### config.mk
export PLATFORM = sky130hd
export DESIGN_NAME = fc_backprop
export DESIGN_NICKNAME = d
export VERILOG_FILES = /design/src/rtl/fc_pkg.sv /design/src/rtl/fc_bp_update_lane.sv /design/src/rtl/fc_backprop.sv
export SDC_FILE = /design/constraint.sdc
export NUM_CORES = 1
export LEC_CHECK = 0
export ABC_AREA = 1
export ABC_CLOCK_PERIOD_IN_PS = 5900
export CORE_ASPECT_RATIO = 1.4
export CORE_MARGIN = 8
export CORE_UTILIZATION = 52
export CTS_BUF_LIST = sky130_fd_sc_hd__clkbuf_4
export DETAILED_ROUTE_END_ITERATION = 8
export PLACE_DENSITY = 0.79
export SLEW_MARGIN = 20
export SYNTH_ARGS = -nofsm -noshare
export SYNTH_HDL_FRONTEND = slang
export SYNTH_SLANG_ARGS = --single-unit
### constraint.sdc
create_clock -name clk -period 5.9 [get_ports clk]
set_clock_uncertainty 0.1 [all_clocks]
set_input_delay 1.18 -clock clk [delete_from_list [all_inputs] [get_ports clk]]
set_output_delay 1.18 -clock clk [all_outputs]
set_load 0.05 [all_outputs]
### src/rtl/fc_pkg.sv
// Shared types and helpers for the fully connected backward pass.
// Saturation bounds and the narrowing clamp are width-generic.
package fc_pkg;

  typedef enum logic [1:0] {
    IDLE,
    RUN,
    DONE
  } state_e;

  function automatic longint sat_max(input int w);
    return (longint'(1) <<< (w - 1)) - 1;
  endfunction

  function automatic longint sat_min(input int w);
    return -(longint'(1) <<< (w - 1));
  endfunction

  function automatic longint sat_narrow(input longint v, input int w);
    if (v > sat_max(w)) return sat_max(w);
    if (v < sat_min(w)) return sat_min(w);
    return v;
  endfunction

endpackage

### src/rtl/fc_bp_update_lane.sv
// One element of the backward pass: dx = dy*w and the saturated
// SGD weight update w - ((dy*x) >>> LR_SHIFT).
module fc_bp_update_lane
  import fc_pkg::*;
#(
  parameter int WIDTH    = 8,
  parameter int LR_SHIFT = 2
) (
  input  logic signed [WIDTH-1:0]   dy,
  input  logic signed [WIDTH-1:0]   x,
  input  logic signed [WIDTH-1:0]   w,
  output logic signed [2*WIDTH-1:0] dx,
  output logic signed [WIDTH-1:0]   w_new
);

  localparam int PW = 2 * WIDTH;
  localparam int DW = 2 * WIDTH + 1;

  logic signed [PW-1:0] prod;
  logic signed [PW-1:0] step;
  logic signed [DW-1:0] diff;

  // full-width products, floor shift, wide subtract, clamp
  always_comb begin
    dx    = PW'(dy) * PW'(w);
    prod  = PW'(dy) * PW'(x);
    step  = prod >>> LR_SHIFT;
    diff  = DW'(w) - DW'(step);
    w_new = WIDTH'(sat_narrow(longint'(diff), WIDTH));
  end

endmodule

### src/rtl/fc_backprop.sv
// Serial backward pass for one neuron: dx[i], updated weights, bias.
// Optional FC_BP_GRAD_CLIP_EN clamps dy to WIDTH-1 bits on capture.
module fc_backprop
  import fc_pkg::*;
#(
  parameter int WIDTH    = 8,
  parameter int N        = 4,
  parameter int LR_SHIFT = 2
) (
  input  logic                      clk,
  input  logic                      rst,
  input  logic                      start,
  input  logic signed [WIDTH-1:0]   grad_in,
  input  logic [N*WIDTH-1:0]        in_vec,
  input  logic [N*WIDTH-1:0]        weights,
  input  logic signed [WIDTH-1:0]   bias_in,
  output logic                      busy,
  output logic                      done,
  output logic [N*2*WIDTH-1:0]      grad_out,
  output logic [N*WIDTH-1:0]        weights_out,
  output logic signed [WIDTH-1:0]   bias_out
);

  localparam int IW = (N > 1) ? $clog2(N) : 1;
  localparam int PW = 2 * WIDTH;
  localparam int DW = 2 * WIDTH + 1;

  state_e                  state_q, state_d;
  logic [IW-1:0]           idx_q, idx_d;
  logic signed [WIDTH-1:0] dy_q, dy_d;
  logic [N*WIDTH-1:0]      x_q, x_d;
  logic [N*WIDTH-1:0]      w_q, w_d;
  logic [N*PW-1:0]         go_q, go_d;
  logic [N*WIDTH-1:0]      wo_q, wo_d;
  logic signed [WIDTH-1:0] bo_q, bo_d;
  logic                    done_q, done_d;

  logic signed [WIDTH-1:0] dy_cap;
  logic signed [WIDTH-1:0] b_step;
  logic signed [DW-1:0]    b_diff;
  logic signed [WIDTH-1:0] b_new;
  logic signed [WIDTH-1:0] lane_x, lane_w, lane_wn;
  logic signed [PW-1:0]    lane_dx;

  // dy as used for the whole pass, optionally clipped
  always_comb begin
`ifdef FC_BP_GRAD_CLIP_EN
    dy_cap = WIDTH'(sat_narrow(longint'(grad_in), WIDTH - 1));
`else
    dy_cap = grad_in;
`endif
  end

  // bias update, written on the capture edge
  always_comb begin
    b_step = dy_cap >>> LR_SHIFT;
    b_diff = DW'(bias_in) - DW'(b_step);
    b_new  = WIDTH'(sat_narrow(longint'(b_diff), WIDTH));
  end

  assign lane_x = $signed(x_q[int'(idx_q)*WIDTH +: WIDTH]);
  assign lane_w = $signed(w_q[int'(idx_q)*WIDTH +: WIDTH]);

  fc_bp_update_lane #(
    .WIDTH   (WIDTH),
    .LR_SHIFT(LR_SHIFT)
  ) u_lane (
    .dy   (dy_q),
    .x    (lane_x),
    .w    (lane_w),
    .dx   (lane_dx),
    .w_new(lane_wn)
  );

  // next-state and datapath writes
  always_comb begin
    state_d = state_q;
    idx_d   = idx_q;
    dy_d    = dy_q;
    x_d     = x_q;
    w_d     = w_q;
    go_d    = go_q;
    wo_d    = wo_q;
    bo_d    = bo_q;
    done_d  = 1'b0;
    unique case (state_q)
      IDLE: begin
        if (start) begin
          dy_d    = dy_cap;
          x_d     = in_vec;
          w_d     = weights;
          bo_d    = b_new;
          idx_d   = '0;
          state_d = RUN;
        end
      end
      RUN: begin
        go_d[int'(idx_q)*PW +: PW]       = lane_dx;
        wo_d[int'(idx_q)*WIDTH +: WIDTH] = lane_wn;
        idx_d = idx_q + IW'(1);
        if (idx_q == IW'(N - 1)) begin
          idx_d   = '0;
          state_d = DONE;
        end
      end
      DONE: begin
        done_d  = 1'b1;
        state_d = IDLE;
      end
      default: state_d = IDLE;
    endcase
  end

  // state and datapath registers
  always_ff @(posedge clk or posedge rst) begin
    if (rst) begin
      state_q <= IDLE;
      idx_q   <= '0;
      dy_q    <= '0;
      x_q     <= '0;
      w_q     <= '0;
      go_q    <= '0;
      wo_q    <= '0;
      bo_q    <= '0;
      done_q  <= 1'b0;
    end else begin
      state_q <= state_d;
      idx_q   <= idx_d;
      dy_q    <= dy_d;
      x_q     <= x_d;
      w_q     <= w_d;
      go_q    <= go_d;
      wo_q    <= wo_d;
      bo_q    <= bo_d;
      done_q  <= done_d;
    end
  end

  assign busy        = (state_q == RUN);
  assign done        = done_q;
  assign grad_out    = go_q;
  assign weights_out = wo_q;
  assign bias_out    = bo_q;

endmodule

==> Word level (Yosys, flattened, before mapping) <==
Index checks and enable logic that the tools add are counted.
{ "totals": {"regBits": 181, "inputBits": 83, "output_inout_bits": 106, "wordCells": 59} }
{ "op_classes": {"n_addsub": 5, "multipliers": 2, "n_lt_le_gt_ge": 4, "n_eq_ne": 5, "shift": 6, "muxes": 23, "n_reduce_logical": 5} }
{ "op_table": {"columns": ["op", "n"], "rows": [
  ["bitwise mux 64 bit", 1],
  ["variable shift 16 x 33 -> 64 bit, first input constant", 1],
  ["variable part select 16 x 33 -> 64 bit", 1],
  ["variable part select 32 x 6 -> 8 bit", 2],
  ["two-way mux 8 bit", 6],
  ["negator 5 -> 33 bit", 1],
  ["negator 6 -> 33 bit", 1],
  ["variable shift 8 x 33 -> 32 bit, first input constant", 1],
  ["variable part select 8 x 33 -> 32 bit", 1],
  ["bitwise mux 32 bit", 1],
  ["multiplier 8 x 8 -> 16 bit", 2],
  ["> comparator 15 x 8 -> 1 bit, second input constant", 1],
  ["less-than comparator 15 x 8 -> 1 bit, second input constant", 1],
  ["subtractor 8 x 14 -> 15 bit", 1],
  ["two-way mux 7 bit", 2],
  ["> comparator 9 x 8 -> 1 bit, second input constant", 1],
  ["less-than comparator 9 x 8 -> 1 bit, second input constant", 1],
  ["subtractor 8 x 6 -> 9 bit", 1],
  ["two-way mux 2 bit", 4],
  ["one-hot mux 2 bit (2 select lines)", 2],
  ["two-way mux 1 bit", 7],
  ["AND reduction 2 bit", 3],
  ["equality test 2 bit, second input constant", 2],
  ["adder 2 x 1 -> 2 bit, second input constant", 1],
  ["5 further kinds", 5]
]} }

==> Depth between registers and ports, before layout <==
Gate-level depths: netlist of the first run.
{ "depth": {"depth_word": 10, "depth_mapped": 40, "mapped_depth_nobuf": 38} }

==> Hierarchy <==
A second synthesis of the first run with hierarchy kept.
{ "unflattened": {"hier_cells": 1818, "area_unflattened_um2": 14157.3} }
{ "by_module_without_submodules": {"columns": ["module", "n_inst", "cells_each", "area_each_um2", "seq_area_each_um2"], "rows": [
  ["fc_backprop", 1, 958, 8106.5, 4529.3],
  ["fc_bp_update_lane", 1, 860, 6050.8, 0.0]
]} }

==> Least setup slack after synthesis of the first run <==
Ideal clock, no wire load.
{ "synth_path": {"kind": "reg2reg", "from": "register idx_q[0]", "to": "register wo_q[10], in the netlist weights_out[10]", "setup_time_ns": 0.119, "t_arrival_ns": 6.223, "required_time_ns": 5.681, "slack_ns": -0.542, "stages_incl_launch_ff": 37, "n_path_buf": 2, "period_less_slack_ns": 6.442, "cell_sequence": "dfrtp_1 > buf_2 > inv_2 > clkbuf_1 > nand2_1 > nand3_1 > nand2_1 > inv_1 > nand2_1 > fa_1 > fa_1 > inv_1 > fa_1 > inv_1 > fa_1 > inv_1 > ha_1 > nand2_1 > o21ai_0 > nand2_1 > o211ai_1 > a21o_1 > a21oi_1 > xor2_1 > ha_1 > inv_1 > nor3_2 > and2_1 > nand2_1 > nand2_1 > nand2_1 > nand2_1 > nand4_1 > nand2_4 > nand2_2 > nand4_1 > nand2_1"} }
{ "synth_between": {"elab_chain_len": 10, "word_cells_on_any_way": 17, "classes_between": "add/sub (2); mul (1); order compare (2); shift (4); mux (8)"} }
{ "synth_rtl": {"columns": ["item", "line_no", "rtl"], "rows": [
  ["start, declared", "fc_backprop.sv:29", "logic [IW-1:0] idx_q, idx_d;"],
  ["start signal, assigned", "fc_backprop.sv:128", "idx_q <= idx_d;"],
  ["variable part select 32 x 6 -> 8 bit", "fc_backprop.sv:61", "assign lane_x = $signed(x_q[int'(idx_q)*WIDTH +: WIDTH]);"],
  ["multiplier 8 x 8 -> 16 bit", "fc_bp_update_lane.sv:26", "prod = PW'(dy) * PW'(x);"],
  ["subtractor 8 x 14 -> 15 bit", "fc_bp_update_lane.sv:28", "diff = DW'(w) - DW'(step);"],
  ["> comparator 15 x 8 -> 1 bit or less-than comparator 15 x 8 -> 1 bit (tied branches)", "fc_pkg.sv:20, fc_pkg.sv:21", null],
  ["two-way mux 7 bit or two-way mux 1 bit (tied branches)", "fc_pkg.sv:20, fc_pkg.sv:21", null],
  ["two-way mux 8 bit or two-way mux 1 bit (tied branches)", "fc_pkg.sv:21", "if (v < sat_min(w)) return sat_min(w);"],
  ["two-way mux 8 bit", "fc_pkg.sv:22", "return v;"],
  ["two-way mux 8 bit", "fc_pkg.sv:21", null],
  ["variable part select 8 x 33 -> 32 bit", "fc_backprop.sv:99", "wo_d[int'(idx_q)*WIDTH +: WIDTH] = lane_wn;"],
  ["bitwise mux 32 bit (*)", "fc_backprop.sv:99", null],
  ["end signal, assigned", "fc_backprop.sv:133", "wo_q <= wo_d;"],
  ["end, declared", "fc_backprop.sv:34", "logic [N*WIDTH-1:0] wo_q, wo_d;"]
]} }
Mark *: on every way between the ends. The rest lies on a longest branch, timed or not. The select of a mux whose other input is x is not followed.
A chain may end at the register's enable or synchronous reset.

==> Final worst setup path of the first run <==
{ "layout_path": {"from": "register idx_q[0]", "to": "register wo_q[26], in the netlist weights_out[26]"} }
Same word-level chain as after synthesis.

==> results by group, run 1 <==
Run status
  – Outcome: finished with violations
  – Failing checks: setup timing

Worst setup path
  – Max incr delay on CP: 550 ps
  – Critical path launch point type: flop
  – CP Data Required Time: 6350 ps
  – CP max stage cell: dfrtp_2
  – Critical path arrival: 6750 ps
  – Crit-path max FO: 7
  – Crit path kind: flop to flop
  – CP most frequent cell: nand2_1
  – Setup crit end kind: flop

Route
  – Final WL: 36800 um
  – Residual DRC: 0
  – Via-to-Cell Ratio: approximately 5.3
  – 1st-iter DRT viols: 801
  – ANT nets after route: 0
  – Drt first pass iters: 9
  – Wire per inst: 16.13 um
  – Via Count: 11990

Synth
  – Avg Inst Size Synth: 8.038 um^2
  – Synthesized Nets: 1953
  – Mapped Cells: 1673
  – Post-synthesis mux area share: 0
  – Sequential share of the synthesized area: 0.3368
  – Area share of xor/xnor cells in the synthesized design: 0.03052
  – Number of flops mapped to enable cells by yosys: 0
  – Cell Area, Synth: 13450 um^2
  – FF+latch count, synth: about 180
  – Largest family of logic cells by synthesized area: adder cells
  – Synth cell types: 38
  – Adder-Cell Fraction of Synth Area: 0.2458
  – Asr flop ratio synth: 1.000
  – Synth Flop Type: dfrtp_1
  – Synth Warn #: 0
  – Post-synthesis compound-gate area fraction: 0.06299
  – Simple-gate share of the synthesized area: 0.2366

Clocking
  – CTS buffer count: 17
  – Sink Count: 181
  – Clk slew on worst S/H paths: 170 ps
  – Clock tree buffer depth: 2
  – CTS tree: built
  – Root Buffer: clkbuf_4
  – Clock latency on the worst-skew pair: 620 ps
  – H-tree levels: 4

Cells and area
  – Nets: 2228
  – Final Instance Count excl. Fillers: 2281
  – Synth-to-Final Area Change: 29.05%
  – Share of cells above drive strength 1: 0.1474

Floorplan
  – Area of the core: 25380 um^2
  – DIE WIDTH: between 150 and 200 um
  – Num rows: 69
  – I/O Pins: 189
  – Die area: 31340 um^2
  – Starting Density: 0.5298
  – Die Ht: 206.3 um

Timing
  – Slew headroom: 0.3043
  – Worst Tran Pin Value: 1040 ps
  – Final hold vios: 0
  – Setup violators final: 32
  – Tcrit/Tclk final: 1.069
  – Worst setup margin: -408.3 ps
  – Max Slew Vio Count: 0
  – Fmax: 158.5 MHz
  – RSZ-0062 raised after global routing: yes
  – Min Tclk post-route: 6308 ps
  – Final TNS setup: -11530 ps

Placement
  – Cells after DPL: about 2200
  – PortBufs: around 190
  – Placer's final routability congestion estimate: 0.8799
  – Hpwl dp: 28760 um

GRT
  – Met1 usage: 0.2603
  – First-pass GRT wire length: slightly above 60000 um
  – GR peak layer: met2
  – Total congestion overflow: 0
  – Met3 track demand over resource: 0.04227
  – Initial antenna violation count: 1
  – GRT met2 Usage: 0.4503
  – Vias in the first global route: 12670
  – GRT Total Usage: 0.2385
  – Largest net degree at the start of global routing: about 100

Flow run
  – Max Cap Viol: 0

Min path
  – Hold crit path type: flop to flop
critical path: cells and delay by family (launching register included):
kind / cells / cell delay, ps
adders and majority gates: 6 / 2570
and+or+nand+nor: 15 / 1260
AOI/OAI and AO/OA: 6 / 820
buffers and inverters: 9 / 760
DFF: 1 / 550
xor gates and xnor gates: 1 / 180
placed cells by master (no fill, tap or decap), drive strengths merged, types with 8 or more instances in the layout:
master and count:
nand3 63, fa 112, a22o 18, xnor2 20, buf 124, inv 259, nor2 142, nand4 20
xor2 26, dfrtp 181, clkinv 8, ha 85, a21oi 41, nand2 557, clkdlybuf4s50 188, o21ai 64
clkbuf 18
layout make-up:
cell class              count  area, um^2
well taps                 319       399.1
diodes                      1       2.502
multi-input cells        1181        8278
repair inverters            1       6.256
repair buffers            312        2859
clock inverters            14       173.9
clock buffers              18       135.1
inverters                 254       969.7
flip-flops and latches    181        4531
fillers                  1997        8028
sequential cells by signal (all words and copies together), names as in the netlist:
name         count
grad_out        64
bias_out         8
idx_q            2
dy_q             8
x_q             32
weights_out     32
state_q          2
done             1
w_q             32
metrics by stage:
stage / hold slack, ps / worst slack, ps / utilization / cell area [um^2]
6_report: 392.4 / -408.3 / 0.6837 / 17350
5_1_grt: 426.4 / -694.4 / 0.6837 / 17350
4_1_cts: 391.8 / -313.3 / 0.6735 / 17090
3_5_place_dp: 353.6 / -419.0 / 0.6488 / 16470
3_3_place_gp: 354.2 / -228.2 / 0.6488 / 16470
2_1_floorplan: 324.4 / -33.91 / - / 13650
worst paths after layout:
kind | startpoint | endpoint | slack (ps) | depth (start not counted)
worst min register to register | w_q[16] | w_q[16] | 390 | 2
worst min-delay path | w_q[16] | w_q[16] | 390 | 2
worst max-delay path | idx_q[0] | weights_out[26] | -410 | 37
worst max register to register | idx_q[0] | weights_out[26] | -410 | 37
max in group asynchronous | rst | bias_out[2] | 3670 | 3
min in group asynchronous | rst | x_q[8] | 970 | 2
cells by family after synthesis:
kind of cell | Yosys count
flip-flops | 181
XOR/XNOR | 46
buffers and inverters | 311
AND/OR/NAND/NOR | 795
adder cells (fa/ha/maj) | 197
AO/OA/AOI/OAI | 143
cells in the mapped netlist, types with 2 or more instances:
| library cell | count | area [um^2] |
|---|---|---|
| o21ai_1 | 4 | 20.02 |
| dfrtp_1 | 181 | 4529 |
| a32o_1 | 6 | 60.06 |
| nand3b_1 | 2 | 15.01 |
| o21bai_1 | 4 | 30.03 |
| nand2_2 | 9 | 56.30 |
| nor2_1 | 142 | 533.0 |
| a21oi_1 | 41 | 205.2 |
| a21o_1 | 3 | 22.52 |
| nor3_1 | 5 | 25.02 |
| nand4_1 | 20 | 125.1 |
| buf_2 | 5 | 25.02 |
| xnor2_1 | 20 | 175.2 |
| fa_1 | 112 | 2242 |
| nand3_1 | 63 | 315.3 |
| o21ai_0 | 60 | 300.3 |
| a22o_1 | 18 | 157.7 |
| inv_2 | 4 | 15.01 |
| inv_1 | 247 | 927.1 |
| ha_1 | 85 | 1064 |
| clkinv_1 | 3 | 11.26 |
| a31oi_1 | 2 | 12.51 |
| nand2b_1 | 2 | 12.51 |
| xor2_1 | 25 | 219.0 |
| buf_1 | 10 | 37.54 |
| nand2_1 | 547 | 2053 |
| clkbuf_1 | 42 | 157.7 |
layer usage:
layer	vias up	part of all wire
met5	-	0
met4	0	0.028
met3	64	0.057
met2	437	0.53
met1	5796	0.38
li1	5697	-
repair_timing:
item,in CTS,in global routing
setup buffers,12,9
endpoints found under the setup margin,32,46
gates cloned,0,1
hold buffers,0,0
pin swaps,21,28
gates resized for setup,55,53
hold endpoints to repair,0,0
Power of run 1 is left out: the tool's default activity adds up to more than one toggle a clock period on the data nets, which glitch-free logic cannot reach.
==> inputs of run 2 (changes only) <==
--- a/config.mk
+++ b/config.mk
@@ -6,13 +6,13 @@
 export NUM_CORES = 1
 export LEC_CHECK = 0
 export ABC_AREA = 1
-export ABC_CLOCK_PERIOD_IN_PS = 5900
+export ABC_CLOCK_PERIOD_IN_PS = 8100
 export CORE_ASPECT_RATIO = 1.4
 export CORE_MARGIN = 8
-export CORE_UTILIZATION = 52
+export CORE_UTILIZATION = 60
 export CTS_BUF_LIST = sky130_fd_sc_hd__clkbuf_4
 export DETAILED_ROUTE_END_ITERATION = 8
-export PLACE_DENSITY = 0.79
+export PLACE_DENSITY = 0.86
 export SLEW_MARGIN = 20
 export SYNTH_ARGS = -nofsm -noshare
 export SYNTH_HDL_FRONTEND = slang
==> constraint.sdc (replaced) <==
create_clock -name clk -period 8.1 [get_ports clk]
set_clock_uncertainty 0.1 [all_clocks]
set_input_delay 1.62 -clock clk [delete_from_list [all_inputs] [get_ports clk]]
set_output_delay 1.62 -clock clk [all_outputs]
set_load 0.05 [all_outputs]
==> run 2 against run 1 <==
  * The run now ends clean
  * Setup slack better by 1000 ps
  * Non-clock buffer count down 117
  * Die area down 12%
  * Register-to-register slack better by 1000 ps
  * Critical path depth down 3
  * Maximum frequency down 16%
  * Clock-buffer cell count unchanged
  * Via count down 3.0%
  * Sequential share of layout area up 2.4 points
  * Critical path type unchanged
==> results by group, run 2 (synthesis gave the netlist of run 1 again) <==
Route
  – ANT nets after route: 0 (unchanged)
  – Drt first pass iters: 6 (-3)
  – Final WL: 35180 um (-4.4%)
  – Wire per inst: 16.40 um (+1.7%)
  – 1st-iter DRT viols: 676 (-16%)
  – Via Count: 11630 (-3.0%)
  – Via-to-Cell Ratio: 5.424 (+3.1%)
  – Residual DRC: 0 (unchanged)

Cells and area
  – Nets: 2110 (-5.3%)
  – Synth-to-Final Area Change: 18.03%
  – Fill cells: 1775 (-11%)
  – Final Cell Area: 15870 um^2 (-8.5%)
  – Commonest non-fill, non-tap cells in the layout: nand2_1 (547), inv_1 (246), clkdlybuf4s50_1 (188)
  – Commonest non-fill, non-tap cell in the layout: nand2_1
  – Share of cells above drive strength 1: 0.03201 (-0.1154)
  – Final Instance Count excl. Fillers: 2145 (-6.0%)
  – Max reg flops: 64 (unchanged)

Clocking
  – Clk slew on worst S/H paths: 190 ps (+20 ps)
  – CTS tree: built
  – Clock tree buffer depth: 2 (unchanged)
  – Hold-fix buffers, CTS: 0 (unchanged)
  – CTS buffer count: 17 (unchanged)
  – Post-CTS Resized: 0 (-100%)
  – Postcts setup bufs: 0 (-12)
  – Sink Count: 181 (unchanged)
  – H-tree levels: 4 (unchanged)
  – Root Buffer: clkbuf_4
  – Clock latency on the worst-skew pair: 610 ps (about the same)

Worst setup path
  – CP Data Required Time: 8520 ps (+2170 ps)
  – Critical path arrival: 7920 ps (+1170 ps)
  – CP max stage cell: dfrtp_2
  – Crit path kind: flop to flop
  – Max incr delay on CP: 790 ps (+240 ps)
  – Bufs and invs on worst path: 6 (-3)
  – CP most frequent cell: nand2_1
  – CP top delay family: adder cells
  – Critical path launch point type: flop
  – Crit-path max FO: 39 (+32)
  – Setup crit end kind: flop

Floorplan
  – Area of the core: 22280 um^2 (-12%)
  – Die Ht: 193.1 um (-6.4%)
  – DIE WIDTH: 142.5 um (-6.2%)
  – Num rows: 65 (-5.8%)
  – Starting Density: 0.6035 (+0.07366)
  – Die area: 27530 um^2 (-12%)
  – I/O Pins: 189 (unchanged)

Placement
  – Placed Area: 15560 um^2 (-5.5%)
  – Placer's final routability congestion estimate: 0.9449 (+7.4%)
  – Hpwl dp: 28240 um (-1.8%)
  – Pre-CTS WS: 724.3 ps (+1143 ps)
  – PortBufs: 188 (unchanged)
  – Cells after DPL: 2112 (-5.1%)

GRT
  – Initial antenna violation count: 1 (unchanged)
  – Vias in the first global route: 12100 (-4.5%)
  – Total congestion overflow: 0 (unchanged)
  – First-pass GRT wire length: 57900 um (-5.9%)
  – Largest net degree at the start of global routing: 109 (+6.9%)
  – GRT Total Usage: 0.2656 (+0.02710)

Min path
  – Hold crit path type: flop to flop

Timing
  – Setup violators final: 0 (-100%)
  – Slew headroom: 0.3131 (+0.008805)
  – Fmax: 133.4 MHz (-16%)
  – Tcrit/Tclk final: 0.9252 (-0.1440)
  – Max Slew Vio Count: 0 (unchanged)
  – Final hold vios: 0 (unchanged)
  – Worst setup margin: 605.9 ps (+1014 ps)
  – Min Tclk post-route: 7494 ps (+1186 ps)
  – Final TNS setup: 0 ps (+11530 ps)
  – Worst Tran Pin Value: 1029 ps (-10.87 ps)
  – RSZ-0062 raised after global routing: no

Run status
  – Outcome: finished clean

Flow run
  – Max Cap Viol: 0 (unchanged)
==> run 2: area by class of cell <==
cell class	instances	area [um^2]	area share
Sequential cell	181	4531	0.2854
Tap cell	301	376.6	0.02373
Multi-Input combinational cell	1181	7761	0.4890
Antenna cell	1	2.502	0.0001577
Clock inverter	14	173.9	0.01096
Clock buffer	18	135.1	0.008513
Inverter	254	958.4	0.06038
Timing Repair Buffer	195	1934	0.1219
==> run 2: metrics by stage <==
stage | hold WS [ps] | utilization
final | 397.8 | 0.7123
after global routing | 414.0 | 0.7123
after CTS | 396.9 | 0.7122
after detailed placement | 359.6 | 0.6983
after global placement | 354.5 | 0.6983
after floorplan | 324.4 | -
==> run 2: metal layers <==
layer,track usage,share of wire
met4,0.1156,0.039
met5,0,0
met3,0.04362,0.060
met2,0.5072,0.53
met1,0.2804,0.37
==> run 2: path summary, 6_finish.rpt <==
path / slack [ps] / to / start / cells after the start
setup / recovery: 610 / weights_out[26] / idx_q[0] / 34
hold / removal: 400 / w_q[13] / w_q[13] / 2
setup reg to reg: 610 / weights_out[26] / idx_q[0] / 34
hold reg to reg: 400 / w_q[13] / w_q[13] / 2
max in group asynchronous: 4990 / weights_out[26] / rst / 3
min in group asynchronous: 1450 / grad_out[9] / rst / 2
==> run 2: worst min-delay path, cell delays in order (launching register included) <==
cell	delay, ps
dfrtp_1	380
nand2_1	60
nand2_1	40
Power of run 2 is left out for the same reason.
